### src/rtl/rf_update_sched_pkg.sv
// Shared configuration for the register-file update scheduler:
// default widths, flush sequencer states and small helpers.
package rf_update_sched_pkg;

   localparam int ROB_SIZE_BIT = 4;
   localparam int CQ_DEPTH_DEF = 4;

   typedef enum logic [1:0] {
      IDLE,
      DRAIN,
      CLEAR
   } sched_state_t;

   // Register x0 is hardwired, so writes aimed at it carry no information for the RF.
   function automatic logic rd_is_real(input logic [4:0] rd);
      return rd != 5'd0;
   endfunction

endpackage

### src/rtl/rf_update_sched_if.sv
// Commit and rename handshakes between the ROB/decoder (master) and the scheduler (slave).
interface rf_update_sched_if #(
   parameter int TAG_W = rf_update_sched_pkg::ROB_SIZE_BIT
);

   logic             commit_valid;
   logic             commit_ready;
   logic [4:0]       commit_rd;
   logic [TAG_W-1:0] commit_tag;
   logic [31:0]      commit_val;

   logic             rename_valid;
   logic             rename_ready;
   logic [4:0]       rename_rd;
   logic [TAG_W-1:0] rename_tag;

   modport master (
      output commit_valid, commit_rd, commit_tag, commit_val,
      output rename_valid, rename_rd, rename_tag,
      input  commit_ready, rename_ready
   );

   modport slave (
      input  commit_valid, commit_rd, commit_tag, commit_val,
      input  rename_valid, rename_rd, rename_tag,
      output commit_ready, rename_ready
   );

endinterface

### src/rtl/rf_commit_fifo.sv
// Synchronous FIFO holding commit writes waiting for the RF value port.
// No internal bypass; en low freezes pointers and storage.
module rf_commit_fifo #(
   parameter int WIDTH = 8,
   parameter int DEPTH = 4
) (
   input  logic             clk_in,
   input  logic             rst_in,
   input  logic             en,
   input  logic             push,
   input  logic [WIDTH-1:0] push_data,
   input  logic             pop,
   output logic [WIDTH-1:0] head,
   output logic             empty,
   output logic             full
);

   localparam int            PW       = $clog2(DEPTH);
   localparam logic [PW-1:0] PTR_ONE  = PW'(1);
   localparam logic [PW:0]   CNT_ONE  = (PW+1)'(1);
   localparam logic [PW:0]   FULL_CNT = (PW+1)'(DEPTH);

   logic [WIDTH-1:0] mem [DEPTH];
   logic [PW-1:0]    wr_ptr;
   logic [PW-1:0]    rd_ptr;
   logic [PW:0]      count;

   // Power-of-two depth lets the pointers wrap by plain overflow.
   always_ff @(posedge clk_in) begin
      if (!rst_in) begin
         wr_ptr <= '0;
         rd_ptr <= '0;
         count  <= '0;
      end else if (en) begin
         if (push) begin
            mem[wr_ptr] <= push_data;
            wr_ptr      <= wr_ptr + PTR_ONE;
         end
         if (pop) begin
            rd_ptr <= rd_ptr + PTR_ONE;
         end
         case ({push, pop})
            2'b10:   count <= count + CNT_ONE;
            2'b01:   count <= count - CNT_ONE;
            default: count <= count;
         endcase
      end
   end

   assign head  = mem[rd_ptr];
   assign empty = (count == '0);
   assign full  = (count == FULL_CNT);

endmodule

### src/rtl/rf_update_sched.sv
// Owns the RF value-write and dependency-write ports: queues ROB commits,
// forwards decoder renames and sequences drain-then-clear on a mispredict flush.
module rf_update_sched import rf_update_sched_pkg::*; #(
   parameter int TAG_W    = ROB_SIZE_BIT,
   parameter int CQ_DEPTH = CQ_DEPTH_DEF
) (
   input  logic               clk_in,
   input  logic               rst_in,
   input  logic               rdy_in,
   rf_update_sched_if.slave   bus,
   input  logic               flush_req,
   output logic               flush_busy,
   output logic               is_update_val_in,
   output logic [4:0]         update_val_id,
   output logic [TAG_W-1:0]   update_val_dep,
   output logic [31:0]        update_val,
   output logic               is_update_dep_in,
   output logic [4:0]         update_dep_id,
   output logic [TAG_W-1:0]   update_dep,
   output logic               rob_clear
);

   typedef struct packed {
      logic [4:0]       rd;
      logic [TAG_W-1:0] tag;
      logic [31:0]      val;
   } commit_entry_t;

   sched_state_t  state;
   sched_state_t  state_nxt;
   commit_entry_t commit_entry;
   commit_entry_t fifo_head;
   logic          fifo_empty;
   logic          fifo_full;
   logic          commit_fire;
   logic          rename_fire;
   logic          commit_writes;
   logic          fifo_push;
   logic          fifo_pop;

   assign commit_entry = {bus.commit_rd, bus.commit_tag, bus.commit_val};
   assign flush_busy   = (state != IDLE);

   rf_commit_fifo #(
      .WIDTH ($bits(commit_entry_t)),
      .DEPTH (CQ_DEPTH)
   ) u_fifo (
      .clk_in    (clk_in),
      .rst_in    (rst_in),
      .en        (rdy_in),
      .push      (fifo_push),
      .push_data (commit_entry),
      .pop       (fifo_pop),
      .head      (fifo_head),
      .empty     (fifo_empty),
      .full      (fifo_full)
   );

   // A commit arriving at an empty queue skips it and goes straight to the output register.
   always_comb begin
      state_nxt        = state;
      bus.commit_ready = rdy_in && !fifo_full && (state == IDLE);
      bus.rename_ready = rdy_in && (state == IDLE) && !flush_req;
      commit_fire      = bus.commit_valid && bus.commit_ready;
      rename_fire      = bus.rename_valid && bus.rename_ready;
      commit_writes    = commit_fire && rd_is_real(bus.commit_rd);
      fifo_pop         = !fifo_empty;
      fifo_push        = commit_writes && !fifo_empty;

      case (state)
         IDLE: begin
            if (flush_req) begin
               state_nxt = (!fifo_empty || commit_fire) ? DRAIN : CLEAR;
            end
         end
         DRAIN: begin
            if (fifo_empty) begin
               state_nxt = CLEAR;
            end
         end
         CLEAR:   state_nxt = IDLE;
         default: state_nxt = IDLE;
      endcase
   end

   always_ff @(posedge clk_in) begin
      if (!rst_in) begin
         state            <= IDLE;
         rob_clear        <= 1'b0;
         is_update_val_in <= 1'b0;
         update_val_id    <= '0;
         update_val_dep   <= '0;
         update_val       <= '0;
         is_update_dep_in <= 1'b0;
         update_dep_id    <= '0;
         update_dep       <= '0;
      end else if (rdy_in) begin
         state     <= state_nxt;
         rob_clear <= (state_nxt == CLEAR);

         if (fifo_pop) begin
            is_update_val_in <= 1'b1;
            update_val_id    <= fifo_head.rd;
            update_val_dep   <= fifo_head.tag;
            update_val       <= fifo_head.val;
         end else if (commit_writes) begin
            is_update_val_in <= 1'b1;
            update_val_id    <= commit_entry.rd;
            update_val_dep   <= commit_entry.tag;
            update_val       <= commit_entry.val;
         end else begin
            is_update_val_in <= 1'b0;
            update_val_id    <= '0;
            update_val_dep   <= '0;
            update_val       <= '0;
         end

         if (rename_fire && rd_is_real(bus.rename_rd)) begin
            is_update_dep_in <= 1'b1;
            update_dep_id    <= bus.rename_rd;
            update_dep       <= bus.rename_tag;
         end else begin
            is_update_dep_in <= 1'b0;
            update_dep_id    <= '0;
            update_dep       <= '0;
         end
      end
   end

endmodule

### src/flat_wrapper.sv
// flat-port wrapper written by rule: the top's interface ports become plain ports
module rf_update_sched_flat import rf_update_sched_pkg::*;
#(
   parameter int TAG_W    = ROB_SIZE_BIT,
   parameter int CQ_DEPTH = CQ_DEPTH_DEF
)
  (clk_in, rst_in, rdy_in, flush_req, flush_busy, is_update_val_in, update_val_id, update_val_dep, update_val, is_update_dep_in, update_dep_id, update_dep, rob_clear, bus_commit_valid, bus_commit_rd, bus_commit_tag, bus_commit_val, bus_rename_valid, bus_rename_rd, bus_rename_tag, bus_commit_ready, bus_rename_ready);
  rf_update_sched_if #(.TAG_W(TAG_W)) bus_i ();
  input  logic clk_in;
  input  logic rst_in;
  input  logic rdy_in;
  input  logic flush_req;
  output logic flush_busy;
  output logic is_update_val_in;
  output logic [4:0] update_val_id;
  output logic [TAG_W-1:0] update_val_dep;
  output logic [31:0] update_val;
  output logic is_update_dep_in;
  output logic [4:0] update_dep_id;
  output logic [TAG_W-1:0] update_dep;
  output logic rob_clear;
  input wire logic [$bits(bus_i.commit_valid)-1:0] bus_commit_valid;
  input wire logic [$bits(bus_i.commit_rd)-1:0] bus_commit_rd;
  input wire logic [$bits(bus_i.commit_tag)-1:0] bus_commit_tag;
  input wire logic [$bits(bus_i.commit_val)-1:0] bus_commit_val;
  input wire logic [$bits(bus_i.rename_valid)-1:0] bus_rename_valid;
  input wire logic [$bits(bus_i.rename_rd)-1:0] bus_rename_rd;
  input wire logic [$bits(bus_i.rename_tag)-1:0] bus_rename_tag;
  output wire logic [$bits(bus_i.commit_ready)-1:0] bus_commit_ready;
  output wire logic [$bits(bus_i.rename_ready)-1:0] bus_rename_ready;
  assign bus_i.commit_valid = bus_commit_valid;
  assign bus_i.commit_rd = bus_commit_rd;
  assign bus_i.commit_tag = bus_commit_tag;
  assign bus_i.commit_val = bus_commit_val;
  assign bus_i.rename_valid = bus_rename_valid;
  assign bus_i.rename_rd = bus_rename_rd;
  assign bus_i.rename_tag = bus_rename_tag;
  assign bus_commit_ready = bus_i.commit_ready;
  assign bus_rename_ready = bus_i.rename_ready;
  rf_update_sched #(.TAG_W(TAG_W), .CQ_DEPTH(CQ_DEPTH)) u_core (.clk_in(clk_in), .rst_in(rst_in), .rdy_in(rdy_in), .bus(bus_i), .flush_req(flush_req), .flush_busy(flush_busy), .is_update_val_in(is_update_val_in), .update_val_id(update_val_id), .update_val_dep(update_val_dep), .update_val(update_val), .is_update_dep_in(is_update_dep_in), .update_dep_id(update_dep_id), .update_dep(update_dep), .rob_clear(rob_clear));
endmodule
### config.mk
export PLATFORM = sky130hd
export DESIGN_NAME = rf_update_sched_flat
export DESIGN_NICKNAME = d
export VERILOG_FILES = /design/src/rtl/rf_update_sched_pkg.sv /design/src/rtl/rf_update_sched_if.sv /design/src/rtl/rf_commit_fifo.sv /design/src/rtl/rf_update_sched.sv /design/src/flat_wrapper.sv
export SDC_FILE = /design/constraint.sdc
export NUM_CORES = 1
export LEC_CHECK = 0
export ABC_AREA = 1
export CAP_MARGIN = 20
export CORE_UTILIZATION = 62
export CTS_BUF_LIST = sky130_fd_sc_hd__clkbuf_4 sky130_fd_sc_hd__clkbuf_8
export CTS_CLUSTER_SIZE = 12
export DETAILED_ROUTE_END_ITERATION = 6
export PLACE_DENSITY = 0.88
export SKIP_CTS_REPAIR_TIMING = 1
export SYNTH_ARGS = -nofsm -noshare
export SYNTH_HDL_FRONTEND = slang
export SYNTH_SLANG_ARGS = --single-unit
### constraint.sdc
create_clock -name clk_in -period 10.7 [get_ports clk_in]
set_input_delay 3.21 -clock clk_in [delete_from_list [all_inputs] [get_ports clk_in]]
set_output_delay 3.21 -clock clk_in [all_outputs]
set_load 0.05 [all_outputs]
=== After elaboration in Yosys (flattened, before gate mapping) ===
Memories as Yosys holds them, arrays and structs flattened. A register that Yosys moved wholly into a read port is not among the register bits.
Cells that the tools add are included.

* Eq/ne operators: 5
* Bitwise logic cells: 1
* Multiplexer cells: 22
* $add $sub $neg: 4
* Reduce and logical (&&, ||, !) cells: 22

{| class="wikitable"
|+ Operators with widths
! operator !! count
|-
| 32-bit 2-to-1 mux || 2
|-
| 5-bit 2-to-1 mux || 3
|-
| 4-bit 2-to-1 mux || 3
|-
| 2-bit 2-to-1 mux || 5
|-
| 5-bit nonzero test || 2
|-
| 1-bit logical AND || 9
|-
| 1-bit 2-to-1 mux || 7
|-
| 3-bit one-hot mux with 2 select lines || 1
|-
| 2-bit AND reduction || 3
|-
| 2-bit by 1-bit adder with 2-bit output (second input constant) || 2
|-
| 2-bit by 1-bit equality test with 1-bit output (second input constant) || 2
|-
| 2-bit equality test (second input constant) || 2
|-
| 2-bit one-hot mux with 2 select lines || 1
|-
| 2-bit nonzero test || 2
|-
| 3-bit by 1-bit adder with 3-bit output (second input constant) || 1
|-
| 3-bit equality test (second input constant) || 1
|-
| 1-bit zero test || 3
|-
| 3-bit zero test || 1
|-
| 3-bit by 1-bit subtractor with 3-bit output (second input constant) || 1
|-
| 2-bit zero test || 1
|-
| 1-bit logical OR || 1
|-
| 1-bit inverter || 1
|}

* Memory bits (writable): 164
* Bits of input ports: 56
* Memories: 1
* Logic and storage cells: 67
* Register bits after elaboration: 62
* Output and inout bits: 56

{| class="wikitable"
|+ Memories
! name !! depth !! width !! read ports !! clocked after Yosys merged registers in !! wr ports !! RTL line !! RTL
|-
| u_core.u_fifo.mem || 4 || 41 || 1 || 1 || 1 || rf_commit_fifo.sv:23 || <nowiki>logic [WIDTH-1:0] mem [DEPTH];</nowiki>
|}

=== Longest topological paths before layout ===
Gate-level depths: netlist of run 1.

* Depth after elaboration: 11
* Gate-level depth with buffers: 10
* Mapped depth without buffers: 10

=== Cells and area by module ===
A second synthesis of run 1 with hierarchy kept.

* Cell total of the unflattened synthesis: 861
* Area total of the unflattened synthesis: 9,389.0 µm²

{| class="wikitable"
|+ By module, submodules not included
! module !! area an instance (µm²) !! cells each !! times used !! sequential area each (µm²)
|-
| rf_commit_fifo || 6,543.8 || 460 || 1 || 5,104.9
|-
| rf_update_sched || 2,845.2 || 401 || 1 || 1,101.1
|}

=== Worst setup path before layout of run 1 ===
OpenSTA, ideal clock, no wires.

* Kind: input to output
* Start: input rdy_in
* End: output bus_commit_ready
* Data arrival time: 4.081 ns
* Stages on the path: 2
* Required time: 7.490 ns
* Path slack: 3.409 ns
* Buffers on the path: 0
* Path through: nand2_1 -> a21oi_1

* Word-level cells in the longest chain between the ends: 2

{| class="wikitable"
|+ Ends and longest elaborated chain
! what !! RTL line !! RTL
|-
| start, declared || flat_wrapper.sv:11 || <nowiki>input logic rdy_in;</nowiki>
|-
| 1-bit logical AND (2 in series) || rf_update_sched.sv:62 || <nowiki>bus.commit_ready = rdy_in && !fifo_full && (state == IDLE);</nowiki>
|-
| end, declared || flat_wrapper.sv:29 || <nowiki>output wire logic [$bits(bus_i.commit_ready)-1:0] bus_commit_ready;</nowiki>
|}

No other way between the ends.

=== Worst setup path after layout of run 1 ===
* Start: input rdy_in
* End: output bus_rename_ready

* Word-level cells in the longest chain between the ends: 2

{| class="wikitable"
|+ Ends and longest elaborated chain
! what !! RTL line !! RTL
|-
| 1-bit logical AND (2 in series) || rf_update_sched.sv:63 || <nowiki>bus.rename_ready = rdy_in && (state == IDLE) && !flush_req;</nowiki>
|-
| end, declared || flat_wrapper.sv:30 || <nowiki>output wire logic [$bits(bus_i.rename_ready)-1:0] bus_rename_ready;</nowiki>
|}

No other way between the ends.

==> impl_metrics.json, run 1 <==
{
  "synth_area_leaders": "edfxtp_1, dfxtp_1, nand2_1",
  "core_area_mm2": 0.0145,
  "vias": 6844,
  "synth_cell_types": 27,
  "synth_top_flop_cell": "edfxtp_1",
  "min_path_cells": 2,
  "final_area_mm2": 0.0111,
  "antennaDiodeCount": 0,
  "dieArea_mm2": 0.0154,
  "worstSetupStartpoint": "rdy_in",
  "rows": 44,
  "hold_viol_final": 0,
  "viasPerCell": 5.71,
  "busiest_layer": "met2",
  "routed_wl_um": 20800,
  "p_comb_frac": 0.293,
  "overflow": 0,
  "globalRouteMet2Util": 0.464,
  "ys_warn_count": 0,
  "synth_top_area_cell": "edfxtp_1",
  "rr_worst_depth": 10,
  "switching_share": 0.357,
  "tns_ns": 0,
  "drv_slew": 0,
  "dp_cells": 1136,
  "port_buffers": 111,
  "hold_class": "flop to flop",
  "crit_path_max_fanout": 40,
  "grt_use_met1": 0.360,
  "cts.path.max_buffers": 3,
  "utilization": 0.763,
  "fin_crit_sh": 0.778,
  "max_cap_violations": 0,
  "skew_ns": 0.0151,
  "critPathArrivalTime_ns": 5.12,
  "clk_root_buffer_cell": "clkbuf_8",
  "synthArstFlopShare": 0,
  "startpoint_type": "input port",
  "worst_ir_drop_vdd_uv": 240,
  "avgSynthCellArea_um2": 10.4,
  "cts_max_level": 2,
  "layout-drive-gt1-share": 0.0828,
  "grtUsageMet3": 0.0549,
  "numCtsBuffers": 36,
  "area_delta_synth_final_pct": 20.1,
  "syn_inst": 885,
  "min_period_ns": 8.33,
  "drc": 0,
  "status": "completed",
  "slew-limit-headroom": 0.273,
  "synth_nets": 946,
  "nets": 1051,
  "cp-end-kind": "primary output",
  "p_int_mw": 1.63,
  "syn-cell-area_mm2": 0.00924,
  "synth_edf_count": 164,
  "wl_per_cell_um": 17.3,
  "p_leak_nw": 3.99,
  "insertion_delay_ns": 0.50,
  "ys_seq_area_frac": 0.672,
  "yosysTopAreaCellShare": 0.533,
  "clk_pin_slew_ns": 0.06,
  "firstDrtPassIters": 6,
  "p_per_area_mw_per_mm2": 228,
  "grt_max_degree": 68,
  "p_switching_uw": 903,
  "start_util": 0.636,
  "clkPwrFrac": 0.282,
  "hp-start": "u_core.rob_clear$_SDFFE_PN0P_",
  "r2r-start": "u_core.state[1]$_SDFFE_PN0P_",
  "dp_hpwl_um": 11900,
  "grt_use_total": 0.278,
  "antenna_found_initial": 0,
  "power_mw": 2.53,
  "setup_viol": 0,
  "gp_congestion": 0.777,
  "worstPathRequired_ns": 7.49,
  "clock.fmax_mhz": 120,
  "cts_sinks": 228,
  "tightest_slew_ns": 1.09,
  "critPathKind": "input port to primary output",
  "die_w_um": 124,
  "synth_common_cells": "edfxtp_1, nand2_1, nor2_1, inv_1, a21oi_1",
  "pin_count": 112,
  "cts_tree": "yes",
  "grt_pass1_wl_um": 32000,
  "ys_ff_latch": 228,
  "rsz0062_at_grt": "no",
  "die_h_um": 124,
  "final_cells": 1199,
  "placed_area_mm2": 0.0104,
  "grt_pass1_vias": 6601,
  "yosysMostFrequentCell": "edfxtp_1",
  "detail-route-antenna-nets": 0,
  "first_iter_violations": 689,
  "seqPwrFrac": 0.425
}
cell families after synthesis:
family          share of synthesized area
fa+ha+maj                         0.00759
flops                               0.672
compound gates                      0.103
simple gates                        0.153
buf+inv                            0.0651
cells in the final DEF, fill, tap and decap left out:
master,Yosys,layout
nor2_2,4,4
a21oi_4,1,1
clkdlybuf4s50_1,0,110
nand3_2,2,2
nand3_1,56,56
ha_1,4,4
o21ai_1,11,11
o211ai_1,28,28
nand4_1,3,3
dfxtp_1,64,62
inv_2,4,3
a22oi_1,2,2
fa_1,1,1
edfxtp_1,164,164
inv_1,84,84
buf_4,6,7
a31oi_1,12,12
clkbuf_4,0,13
dfxtp_2,0,2
clkinv_2,0,1
clkinv_1,0,8
nor2_4,2,6
nor2_1,132,128
o21ai_0,33,33
nor3_1,1,1
nand2_2,2,2
buf_2,22,1
a21oi_1,82,82
nand2_1,142,142
clkbuf_8,0,42
routing by layer:
metal,vias to the layer above,share of wire
li1,3209,-
met1,3210,0.40
met2,373,0.49
met3,52,0.088
met4,0,0.023
met5,-,0
through the flow:
step	setup WS [ns]	hold slack, ns
after floorplan	3.41	0.437
after detailed placement	2.37	0.461
after global placement	2.37	0.447
after global routing	2.22	0.487
after CTS	2.35	0.469
final	2.37	0.469
power groups by stage:
stage | Sequential [mW] | Combinational, mW | Clock (mW)
floorplan | 1.21 | 0.407 | 0
global placement | 1.09 | 0.698 | 0
detailed placement | 1.09 | 0.724 | 0
CTS | 1.08 | 0.735 | 0.719
global route | 1.08 | 0.802 | 0.758
finish | 1.08 | 0.741 | 0.714
flip-flops by register name (all words and copies together), names as in the netlist, named ones only:
| signal | flops |
|---|---|
| u_core.u_fifo.count | 3 |
| u_core.rob_clear | 1 |
| u_core.u_fifo.wr_ptr | 2 |
| u_core.u_fifo.mem | 164 |
| u_core.state | 2 |
| u_core.is_update_dep_in | 1 |
| u_core.update_val_id | 5 |
| u_core.u_fifo.rd_ptr | 2 |
| u_core.is_update_val_in | 1 |
| u_core.update_dep_id | 5 |
| u_core.update_dep | 4 |
| u_core.update_val_dep | 4 |
| u_core.update_val | 32 |
final timing paths:
check                                            to  slack [ns]
setup / recovery                   bus_rename_ready        2.37
hold / removal        u_core.rob_clear$_SDFFE_PN0P_        0.47
setup reg to reg  u_core.u_fifo.mem[3][1]$_DFFE_PP_        7.09
hold reg to reg       u_core.rob_clear$_SDFFE_PN0P_        0.47
critical path, cell delays in order:
cell	delay (ns)
buf_2	0.63
nand2_1	0.18
nor2_2	0.24
clkdlybuf4s50_1	0.85
final cells by class:
| cell class | instances | area [µm²] |
|---|---|---|
| inverter | 88 | 332 |
| clock inverter | 8 | 30.0 |
| multi-input combinational | 518 | 2460 |
| fill | 908 | 3440 |
| timing repair buffer | 118 | 1160 |
| sequential | 228 | 6210 |
| tap | 184 | 230 |
| clock buffer | 55 | 676 |
(Power assumes the default switching activity.)
==> inputs of run 2 (changes only) <==
CORE_UTILIZATION = 52   (was 62)
PLACE_DENSITY = 0.79   (was 0.88)
clock period = 6.73 ns   (was 10.7 ns; I/O delays follow)
==> impl_metrics.json, run 2 (synthesis gave the netlist of run 1 again) <==
{
  "status": "completed",
  "wl_per_cell_um": 16.2,
  "clock.fmax_mhz": 183,
  "r2r-end": "u_core.u_fifo.mem[1][18]$_DFFE_PP_",
  "skew_ns": 0.0193,
  "min_to": "u_core.update_dep[1]$_SDFFE_PN0P_",
  "max_cap_violations": 0,
  "drv_slew": 0,
  "r2r-start": "u_core.state[1]$_SDFFE_PN0P_",
  "final_common_cell": "edfxtp_1",
  "slew-limit-headroom": 0.270,
  "p_switching_mw": 1.43,
  "dieArea_mm2": 0.0183,
  "worstPathRequired_ns": 4.71,
  "grt_max_degree": 71,
  "cts_tree": "yes",
  "multi_input_area_mm2": 0.00246,
  "grt_pass1_vias": 6560,
  "core_area_mm2": 0.0173,
  "nets": 1057,
  "cts_sinks": 228,
  "viasPerCell": 5.32,
  "die_h_um": 135,
  "rsz0062_at_grt": "no",
  "numCtsBuffers": 37,
  "worst_ir_drop_vdd_uv": 383,
  "area_delta_synth_final_pct": 21.2,
  "p_int_mw": 2.60,
  "startpoint_type": "input port",
  "p_per_area_mw_per_mm2": 360,
  "reg2reg_slack_ns": 3.61,
  "port_buffers": 111,
  "rows": 48,
  "antenna_found_initial": 0,
  "critPathKind": "input port to primary output",
  "fin_hold_ws_ns": 0.463,
  "hold_viol_final": 0,
  "die_w_um": 135,
  "grt_pass1_wl_um": 32300,
  "hp-start": "u_core.update_dep[1]$_SDFFE_PN0P_",
  "detail-route-antenna-nets": 0,
  "cts.path.max_buffers": 3,
  "clk_root_buffer_cell": "clkbuf_8",
  "fin_crit_sh": 0.813,
  "first_iter_violations": 396,
  "cts_max_level": 2,
  "p_leak_nw": 4.02,
  "largest_register_ffs": 164,
  "top_register": "u_core.u_fifo.mem",
  "p_comb_frac": 0.300,
  "switching_share": 0.355,
  "fill_cells": 1345,
  "drc": 0,
  "register_area_mm2": 0.00621,
  "final_cell_mix": "edfxtp_1, nand2_1, nor2_1, clkdlybuf4s50_1, inv_1",
  "gp_congestion": 0.800,
  "routed_wl_um": 20300,
  "hold_class": "flop to flop",
  "clk_pin_slew_ns": 0.06,
  "grt_use_total": 0.229,
  "vias": 6645,
  "setup_viol": 0,
  "antennaDiodeCount": 0,
  "start_util": 0.534,
  "overflow": 0,
  "reg.largest.list": "u_core.u_fifo.mem: 164 flops, u_core.update_val: 32 flops",
  "tightest_slew_ns": 1.09,
  "firstDrtPassIters": 7,
  "pin_count": 112,
  "rr_worst_depth": 11,
  "clkPwrFrac": 0.287,
  "min_period_ns": 5.47,
  "tns_ns": 0,
  "crit_path_max_fanout": 3,
  "layout-drive-gt1-share": 0.0899,
  "insertion_delay_ns": 0.52,
  "critPathArrivalTime_ns": 3.45,
  "cp-end-kind": "primary output",
  "min_path_cells": 2,
  "seqPwrFrac": 0.412,
  "dp_hpwl_um": 11900
}
[run 2: worst max path at each step]
stage,to,slack (ns),cells past startpoint,start
floorplan,bus_commit_ready,1.82,2,rdy_in
global placement,bus_rename_ready,1.28,3,flush_req
detailed placement,bus_rename_ready,1.27,3,flush_req
CTS,bus_rename_ready,1.26,3,flush_req
global route,bus_rename_ready,1.22,3,flush_req
finish,bus_rename_ready,1.26,3,flush_req
[run 2: worst max-delay path: stages]
cell and delay, ns:
clkdlybuf4s50_1 0.46, nor2_2 0.16, clkdlybuf4s50_1 0.82
[run 2: per-layer routing]
layer | track usage | up-vias | part of all wire
li1 | - | 3220 | -
met1 | 0.283 | 3117 | 0.42
met2 | 0.391 | 253 | 0.48
met3 | 0.0430 | 55 | 0.067
met4 | 0.0974 | 0 | 0.029
met5 | 0 | - | 0
[run 2: final cells by class]
type / count / area share
multi-input combinational: 518 / 0.220
sequential: 228 / 0.554
clock buffer: 51 / 0.0560
tap: 225 / 0.0251
clock inverter: 15 / 0.00827
timing repair buffer: 123 / 0.107
inverter: 88 / 0.0296
[run 2: through the flow]
stage | area (µm²) | power [mW] | setup slack [ns] | std cells | utilization
floorplan | 9240 | 2.57 | 1.82 | 885 | -
global placement | 10500 | 2.87 | 1.28 | 1182 | 0.606
detailed placement | 10500 | 2.89 | 1.27 | 1182 | 0.606
CTS | 11200 | 4.05 | 1.26 | 1248 | 0.647
global route | 11200 | 4.23 | 1.22 | 1248 | 0.647
finish | 11200 | 4.03 | 1.26 | 1248 | 0.647
[run 2: power groups by stage]
stage | Combinational, mW | Sequential [mW] | Clock [mW]
finish | 1.21 | 1.66 | 1.16
global route | 1.32 | 1.67 | 1.24
CTS | 1.21 | 1.66 | 1.18
detailed placement | 1.21 | 1.69 | 0
global placement | 1.18 | 1.69 | 0
floorplan | 0.648 | 1.92 | 0
